$ cat src/rtl/uart_pkg.sv
`default_nettype none
// +----------------------------------------------------------------------------+
// | Module : uart_pkg                                                          |
// | Purpose: Shared constants for the uart_xcvr transceiver: line idle level,  |
// |          TX/RX FSM state encodings and a parameter legality check.         |
// | Ports  : none (package)                                                    |
// | Rev    : 1.0  initial release                                              |
// +----------------------------------------------------------------------------+
package uart_pkg;

  localparam logic IDLE_LEVEL = 1'b1;

  // Transmit FSM states
  localparam logic [2:0] TX_IDLE   = 3'd0;
  localparam logic [2:0] TX_START  = 3'd1;
  localparam logic [2:0] TX_DATA   = 3'd2;
  localparam logic [2:0] TX_PARITY = 3'd3;
  localparam logic [2:0] TX_STOP   = 3'd4;

  // Receive FSM states; RX_BREAK holds off until the line returns high
  localparam logic [2:0] RX_IDLE   = 3'd0;
  localparam logic [2:0] RX_START  = 3'd1;
  localparam logic [2:0] RX_DATA   = 3'd2;
  localparam logic [2:0] RX_PARITY = 3'd3;
  localparam logic [2:0] RX_STOP   = 3'd4;
  localparam logic [2:0] RX_BREAK  = 3'd5;

  function automatic bit uart_params_legal(input int clk_div, input int data_bits,
                                           input int stop_bits, input int parity_odd);
    return (clk_div >= 4) && (data_bits >= 5) && (data_bits <= 9) &&
           (stop_bits >= 1) && (stop_bits <= 2) &&
           (parity_odd >= 0) && (parity_odd <= 1);
  endfunction

endpackage
`default_nettype wire

$ cat src/rtl/uart_bit_timer.sv
`default_nettype none
// +----------------------------------------------------------------------------+
// | Module : uart_bit_timer                                                    |
// | Purpose: Bit-period counter. Counts 0..CLK_DIV-1 and wraps; i_load        |
// |          restarts the count at 0.                                          |
// | Ports  : clk, rst_n (async active-low), i_load                             |
// |          o_half - high in the cycle the count reaches CLK_DIV/2-1          |
// |          o_full - high in the last cycle of a CLK_DIV-cycle period         |
// | Rev    : 1.0  initial release                                              |
// +----------------------------------------------------------------------------+
module uart_bit_timer #(
  parameter int CLK_DIV = 234
) (
  input  logic clk,
  input  logic rst_n,
  input  logic i_load,
  output logic o_half,
  output logic o_full
);

  localparam int CNT_W = $clog2(CLK_DIV + 1);
  localparam logic [CNT_W-1:0] C_HALF = CNT_W'(CLK_DIV / 2 - 1);
  localparam logic [CNT_W-1:0] C_FULL = CNT_W'(CLK_DIV - 1);

  logic [CNT_W-1:0] r_cnt;

  always_ff @(posedge clk or negedge rst_n) begin
    if (!rst_n) begin
      r_cnt <= '0;
    end else if (i_load || o_full) begin
      r_cnt <= '0;
    end else begin
      r_cnt <= r_cnt + 1'b1;
    end
  end

  assign o_half = (r_cnt == C_HALF);
  assign o_full = (r_cnt == C_FULL);

endmodule
`default_nettype wire

$ cat src/rtl/uart_xcvr.sv
`default_nettype none
// +----------------------------------------------------------------------------+
// | Module : uart_xcvr                                                         |
// | Purpose: Full-duplex UART transceiver, valid/ready byte interfaces.        |
// |          Optional parity enabled by defining UART_XCVR_PARITY_EN.          |
// | Ports  : clk, rst_n (async active-low)                                     |
// |          uart_rx / uart_tx          serial pins (idle high)                |
// |          tx_data/tx_valid/tx_ready  transmit byte handshake                |
// |          rx_data/rx_valid/rx_ready  receive byte handshake                 |
// |          rx_frame_err, rx_parity_err, rx_overrun  1-cycle error pulses     |
// | Rev    : 1.0  initial release                                              |
// +----------------------------------------------------------------------------+
module uart_xcvr
  import uart_pkg::*;
#(
  parameter int CLK_DIV    = 234,
  parameter int DATA_BITS  = 8,
  parameter int STOP_BITS  = 1,
  parameter int PARITY_ODD = 0
) (
  input  logic                 clk,
  input  logic                 rst_n,
  input  logic                 uart_rx,
  output logic                 uart_tx,
  input  logic [DATA_BITS-1:0] tx_data,
  input  logic                 tx_valid,
  output logic                 tx_ready,
  output logic [DATA_BITS-1:0] rx_data,
  output logic                 rx_valid,
  input  logic                 rx_ready,
  output logic                 rx_frame_err,
  output logic                 rx_parity_err,
  output logic                 rx_overrun
);

  generate
    if (!uart_params_legal(CLK_DIV, DATA_BITS, STOP_BITS, PARITY_ODD)) begin : g_bad_params
      $error("uart_xcvr: illegal CLK_DIV=%0d DATA_BITS=%0d STOP_BITS=%0d PARITY_ODD=%0d",
             CLK_DIV, DATA_BITS, STOP_BITS, PARITY_ODD);
    end
  endgenerate

  localparam int IDX_W = $clog2(DATA_BITS + 1);
  localparam logic [IDX_W-1:0] C_LAST_BIT  = IDX_W'(DATA_BITS - 1);
  localparam logic [IDX_W-1:0] C_LAST_STOP = IDX_W'(STOP_BITS - 1);

`ifdef UART_XCVR_PARITY_EN
  localparam logic       C_ODD           = (PARITY_ODD != 0);
  localparam logic [2:0] C_TX_AFTER_DATA = TX_PARITY;
  localparam logic [2:0] C_RX_AFTER_DATA = RX_PARITY;
`else
  localparam logic [2:0] C_TX_AFTER_DATA = TX_STOP;
  localparam logic [2:0] C_RX_AFTER_DATA = RX_STOP;
`endif

  // ------------------------------------------------------------------ TX
  logic [2:0]           r_tx_state;
  logic [DATA_BITS-1:0] r_tx_shift;
  logic [IDX_W-1:0]     r_tx_idx;
  logic                 r_tx_line;
  logic                 w_tx_bit;
  logic                 w_tx_load;
  logic                 w_tx_full;
  logic                 w_tx_unused_half;
`ifdef UART_XCVR_PARITY_EN
  logic                 r_tx_par;
`endif

  assign tx_ready  = (r_tx_state == TX_IDLE);
  assign w_tx_load = tx_ready & tx_valid;
  assign uart_tx   = r_tx_line;

  uart_bit_timer #(.CLK_DIV(CLK_DIV)) u_tx_timer (
    .clk    (clk),
    .rst_n  (rst_n),
    .i_load (w_tx_load),
    .o_half (w_tx_unused_half),
    .o_full (w_tx_full)
  );

  // Line level for the current state; registered below, so the pin lags the
  // state by one cycle and each state still lasts exactly CLK_DIV cycles.
  always_comb begin
    w_tx_bit = IDLE_LEVEL;
    case (r_tx_state)
      TX_START:  w_tx_bit = 1'b0;
      TX_DATA:   w_tx_bit = r_tx_shift[0];
`ifdef UART_XCVR_PARITY_EN
      TX_PARITY: w_tx_bit = r_tx_par;
`endif
      default:   w_tx_bit = IDLE_LEVEL;
    endcase
  end

  always_ff @(posedge clk or negedge rst_n) begin
    if (!rst_n) begin
      r_tx_state <= TX_IDLE;
      r_tx_shift <= '0;
      r_tx_idx   <= '0;
      r_tx_line  <= IDLE_LEVEL;
`ifdef UART_XCVR_PARITY_EN
      r_tx_par   <= 1'b0;
`endif
    end else begin
      r_tx_line <= w_tx_bit;
      case (r_tx_state)
        TX_IDLE: begin
          if (tx_valid) begin
            r_tx_shift <= tx_data;
            r_tx_idx   <= '0;
            r_tx_state <= TX_START;
`ifdef UART_XCVR_PARITY_EN
            r_tx_par   <= (^tx_data) ^ C_ODD;
`endif
          end
        end
        TX_START: if (w_tx_full) r_tx_state <= TX_DATA;
        TX_DATA: begin
          if (w_tx_full) begin
            r_tx_shift <= r_tx_shift >> 1;
            if (r_tx_idx == C_LAST_BIT) begin
              r_tx_idx   <= '0;
              r_tx_state <= C_TX_AFTER_DATA;
            end else begin
              r_tx_idx <= r_tx_idx + 1'b1;
            end
          end
        end
        TX_PARITY: if (w_tx_full) r_tx_state <= TX_STOP;
        TX_STOP: begin
          // r_tx_idx counts stop bits here
          if (w_tx_full) begin
            if (r_tx_idx == C_LAST_STOP) begin
              r_tx_idx   <= '0;
              r_tx_state <= TX_IDLE;
            end else begin
              r_tx_idx <= r_tx_idx + 1'b1;
            end
          end
        end
        default: r_tx_state <= TX_IDLE;
      endcase
    end
  end

  // ------------------------------------------------------------------ RX
  logic                 r_sync1;
  logic                 r_sync2;
  logic                 r_prev;
  logic [2:0]           r_rx_state;
  logic [DATA_BITS-1:0] r_rx_shift;
  logic [IDX_W-1:0]     r_rx_idx;
  logic [DATA_BITS-1:0] r_rx_data;
  logic                 r_rx_valid;
  logic                 r_frame_err;
  logic                 r_overrun;
  logic                 w_rx_fall;
  logic                 w_rx_load;
  logic                 w_rx_half;
  logic                 w_rx_full;
  logic                 w_rx_bad_par;
`ifdef UART_XCVR_PARITY_EN
  logic                 r_rx_perr;
  logic                 r_parity_err;
  assign w_rx_bad_par  = r_rx_perr;
  assign rx_parity_err = r_parity_err;
`else
  assign w_rx_bad_par  = 1'b0;
  assign rx_parity_err = 1'b0;
`endif

  assign rx_data      = r_rx_data;
  assign rx_valid     = r_rx_valid;
  assign rx_frame_err = r_frame_err;
  assign rx_overrun   = r_overrun;

  // Sync flops and the previous-bit register all reset to idle-high, so a line
  // already low at reset release appears as a falling edge.
  always_ff @(posedge clk or negedge rst_n) begin
    if (!rst_n) begin
      r_sync1 <= IDLE_LEVEL;
      r_sync2 <= IDLE_LEVEL;
      r_prev  <= IDLE_LEVEL;
    end else begin
      r_sync1 <= uart_rx;
      r_sync2 <= r_sync1;
      r_prev  <= r_sync2;
    end
  end

  assign w_rx_fall = r_prev & ~r_sync2;
  // Restart on the edge, then again at the start-bit midpoint so every later
  // full tick lands mid-bit.
  assign w_rx_load = ((r_rx_state == RX_IDLE)  & w_rx_fall) |
                     ((r_rx_state == RX_START) & w_rx_half);

  uart_bit_timer #(.CLK_DIV(CLK_DIV)) u_rx_timer (
    .clk    (clk),
    .rst_n  (rst_n),
    .i_load (w_rx_load),
    .o_half (w_rx_half),
    .o_full (w_rx_full)
  );

  always_ff @(posedge clk or negedge rst_n) begin
    if (!rst_n) begin
      r_rx_state  <= RX_IDLE;
      r_rx_shift  <= '0;
      r_rx_idx    <= '0;
      r_rx_data   <= '0;
      r_rx_valid  <= 1'b0;
      r_frame_err <= 1'b0;
      r_overrun   <= 1'b0;
`ifdef UART_XCVR_PARITY_EN
      r_rx_perr    <= 1'b0;
      r_parity_err <= 1'b0;
`endif
    end else begin
      r_frame_err <= 1'b0;
      r_overrun   <= 1'b0;
`ifdef UART_XCVR_PARITY_EN
      r_parity_err <= 1'b0;
`endif
      // Consumption clear; a delivery later in this block overrides it.
      if (r_rx_valid && rx_ready) r_rx_valid <= 1'b0;

      case (r_rx_state)
        RX_IDLE: if (w_rx_fall) r_rx_state <= RX_START;
        RX_START: begin
          if (w_rx_half) begin
            if (!r_sync2) begin
              r_rx_idx   <= '0;
              r_rx_state <= RX_DATA;
            end else begin
              r_rx_state <= RX_IDLE;
            end
          end
        end
        RX_DATA: begin
          if (w_rx_full) begin
            r_rx_shift <= {r_sync2, r_rx_shift[DATA_BITS-1:1]};
            if (r_rx_idx == C_LAST_BIT) begin
              r_rx_idx   <= '0;
              r_rx_state <= C_RX_AFTER_DATA;
            end else begin
              r_rx_idx <= r_rx_idx + 1'b1;
            end
          end
        end
`ifdef UART_XCVR_PARITY_EN
        RX_PARITY: begin
          if (w_rx_full) begin
            r_rx_perr  <= r_sync2 ^ (^r_rx_shift) ^ C_ODD;
            r_rx_state <= RX_STOP;
          end
        end
`endif
        RX_STOP: begin
          if (w_rx_full) begin
            if (r_sync2) begin
              // Back to IDLE half a bit early to resync on the next start edge
              r_rx_state <= RX_IDLE;
              if (w_rx_bad_par) begin
`ifdef UART_XCVR_PARITY_EN
                r_parity_err <= 1'b1;
`endif
              end else if (!r_rx_valid || rx_ready) begin
                r_rx_data  <= r_rx_shift;
                r_rx_valid <= 1'b1;
              end else begin
                r_overrun <= 1'b1;
              end
            end else begin
              r_frame_err <= 1'b1;
              r_rx_state  <= RX_BREAK;
            end
          end
        end
        RX_BREAK: if (r_sync2) r_rx_state <= RX_IDLE;
        default:  r_rx_state <= RX_IDLE;
      endcase
    end
  end

endmodule
`default_nettype wire

$ cat config.mk
export PLATFORM = sky130hd
export DESIGN_NAME = uart_xcvr
export DESIGN_NICKNAME = d
export VERILOG_FILES = /design/src/rtl/uart_pkg.sv /design/src/rtl/uart_bit_timer.sv /design/src/rtl/uart_xcvr.sv
export SDC_FILE = /design/constraint.sdc
export NUM_CORES = 1
export LEC_CHECK = 0
export ABC_AREA = 1
export BUFFER_PORTS_ARGS = -buffer_cell sky130_fd_sc_hd__buf_2
export CAP_MARGIN = 0
export CORE_MARGIN = 3
export CORE_UTILIZATION = 59
export DETAILED_ROUTE_END_ITERATION = 8
export PLACE_DENSITY = 0.81
export SLEW_MARGIN = 15
export SYNTH_ARGS = -nofsm -noshare
export SYNTH_HDL_FRONTEND = slang
export SYNTH_SLANG_ARGS = --single-unit
$ cat constraint.sdc
create_clock -name clk -period 1.6 [get_ports clk]
set_input_delay 0.16 -clock clk [delete_from_list [all_inputs] [get_ports clk]]
set_output_delay 0.16 -clock clk [all_outputs]
set_load 0.02 [all_outputs]
==> flow_metrics.py <==
metrics = {
    "synthesis": {
        "synth.area.top_cells": "dfrtp_1 (48%), nand2_1 (14%), nand3_1 (5.5%), nor2_1 (4.5%), dfstp_2 (3.5%)",
        "synth_top_cell_area_share_pct": 47.56,
        "syn-cell-area_um2": 2999,
        "syn_avg_cell_area_um2": 8.472,
        "synth_edf_count": 0,
        "seq_area_frac_synth_pct": 51.06,
        "synth_seq_cells": 61,
        "synth_warnings": 0,
        "synth_top_cell_by_area": "dfrtp_1",
        "async_flop_share_pct": 100.0,
        "dominantRegCellSynth": "dfrtp_1",
        "synth_cell_types": 34,
        "postSynthCellCount": 354,
        "synth_fp_nets": 375,
    },
    "detailed_routing": {
        "num_vias": 2424,
        "drc": 0,
        "drtPass1Iterations": 4,
        "ant_nets": 0,
        "avgViaCountPerCell": 5.136,
        "routed_wl_mm": 5.769,
        "dr.first_iter.drc_count": 138,
        "routedWlPerCell_um": 12.22,
    },
    "placed_design": {
        "placed_cells": 450,
        "io_buffers": 25,
        "finalWeightedCongestion": 0.9343,
        "dpl.hpwl_mm": 4.079,
    },
    "worst_setup_path": {
        "required_ns": 1.44,
        "cp-start-kind": "flip-flop",
        "cp_data_arrival_time_ns": 1.36,
        "cp_max_fo": 6,
        "crit_type": "flip-flop to output port",
        "worstSetupEndpointType": "output port",
    },
    "clock_network": {
        "cts_buffer_depth": 2,
        "path_clk_slew_ns": 0.06,
        "clock-sinks": 61,
        "cts_buffers": 9,
        "htreeDepth": 3,
        "ctsRootBufferMaster": "clkbuf_8",
        "insertion_delay_ns": 0.34,
        "cts_tree": "yes",
    },
    "floorplan": {
        "initial_utilization_pct": 62.26,
        "core_area_um2": 4817,
        "ios": 27,
        "rows": 25,
        "die_w_um": 77.30,
        "die-area_um2": 5975,
        "die_h_um": 77.30,
    },
    "sta": {
        "slew_violations": 0,
        "fin_crit_ns": 1.521,
        "fmax_mhz": 657.4,
        "final_hold_viol_count": 0,
        "final-setup-viol-count": 0,
        "period_share_pct": 95.07,
        "fin_skew_ns": 0.006701,
        "rsz0062_at_grt": "yes",
    },
    "cells_and_area": {
        "final_cell_count_no_fill": 472,
        "final_cell_mix": "nand2_1 (102), dfrtp_1 (56), nor2_1 (34), nand3_1 (32), buf_2 (26)",
        "utilization_pct": 74.86,
        "fill_cells": 349,
        "layout_commonest_cell": "nand2_1",
        "drive_above_1_share_pct": 22.96,
        "area_growth_pct": 20.23,
        "nets": 421,
        "antenna_cells": 0,
    },
    "global_route": {
        "grt_pass1_wl_mm": 10.24,
        "grt_use_total_pct": 21.59,
        "antenna_found_initial": 0,
        "grt_pass1_vias": 2385,
        "grt_start_max_net_pins": 42,
        "grt-ovfl-total": 0,
    },
    "run": {
        "cap_violations": 0,
    },
    "status": {
        "status": "completed",
    },
    "min_path": {
        "hold_class": "input port to flip-flop",
    },
    "pwr": {
        "p_leak_nw": 1.918,
        "power.density_nw_per_um2": 1134,
        "p_total_w": 0.004088,
        "ir_drop_mv": 0.7284,
    },
}
-- registers in the layout (all words and copies together), names as in the netlist --
name and count:
rx_frame_err 1, r_tx_state 3, r_prev 1, r_rx_shift 8
r_tx_shift 8, r_tx_idx 4, r_rx_state 3, rx_data 8
u_rx_timer.r_cnt 8, uart_tx 1, rx_overrun 1, u_tx_timer.r_cnt 8
r_sync2 1, r_rx_idx 4, r_sync1 1, rx_valid 1
-- cells by family after synthesis --
group / after synthesis / synth area share [%]
adders and majority gates: 8 / 3.338
and+or+nand+nor: 213 / 31.83
xor gates and xnor gates: 8 / 2.336
AOI/OAI and AO/OA: 22 / 4.297
DFF: 61 / 51.06
buffers and inverters: 34 / 4.672
muxes: 7 / 2.336
other: 1 / 0.1250
-- where the power goes --
part           switching (W)  internal [W]  leakage, nW
logic               0.000497      0.000318        0.994
registers           0.000109       0.00165        0.807
clock network       0.000556      0.000957        0.116
-- through the flow --
step	TNS, ns	hold slack (ns)	setup slack [ns]	area, um^2
2_1_floorplan	0	-0.1356	0.1271	2999
6_report	0	0.06824	0.07895	3606
3_5_place_dp	-0.06021	0.1398	-0.01780	3253
3_3_place_gp	0	0.1395	0.05031	3253
4_1_cts	0	0.05474	0.02360	3513
5_1_grt	-0.3147	0.05326	-0.03631	3606
-- final timing paths --
path / end / cells past startpoint / from / slack [ns]
worst max-delay path: tx_ready / 4 / r_tx_state[2] / 0.08
worst min-delay path: r_tx_shift[7] / 3 / tx_data[7] / 0.07
worst max register to register: rx_data[7] / 9 / u_rx_timer.r_cnt[1] / 0.09
worst min register to register: r_sync2 / 0 / r_sync1 / 0.36
max in group asynchronous: uart_tx / 3 / rst_n / 0.65
min in group asynchronous: r_rx_state[2] / 2 / rst_n / 0.31
-- routing by layer --
| metal | share of wire, % | GRT usage [%] |
|---|---|---|
| met1 | 45 | 26.91 |
| met2 | 49 | 35.49 |
| met3 | 3.9 | 6.690 |
| met4 | 1.7 | 7.651 |
| met5 | 0 | 0 |
-- cell usage after synthesis, types with 4 or more instances --
cell	instances
dfstp_2	4
inv_1	27
nor3b_1	5
nor2_2	4
nand3_1	33
dfrtp_1	57
o21ai_0	7
xor2_1	5
nor3_1	7
mux2i_1	7
nand2_1	114
ha_1	8
o21ai_1	5
nor2_1	36
a21oi_1	4
-- worst max-delay path, cell delays in order, from the launching register on --
cell and delay, ns:
dfrtp_1 0.46, nor2_4 0.18, inv_1 0.10, nor2_4 0.11, buf_2 0.17
-- area by class of cell --
type / instances / area [um^2] / area share [%]
Timing Repair Buffer: 39 / 249.0 / 6.905
Sequential cell: 61 / 1533 / 42.51
Clock inverter: 4 / 70.07 / 1.943
Tap cell: 67 / 83.83 / 2.325
Multi-Input combinational cell: 259 / 1403 / 38.90
Clock buffer: 12 / 155.1 / 4.303
Inverter: 30 / 112.6 / 3.123
-- what timing repair did --
action | 4_1_cts | 5_1_grt
hold buffers | 2 | 0
pin swaps | 1 | 8
gates cloned | 0 | 1
setup buffers | 1 | 2
endpoints found under the setup margin | 13 | 37
hold endpoints to repair | 21 | 0
gates resized for setup | 2 | 24
Note: power is estimated with default switching activity, not from simulation.
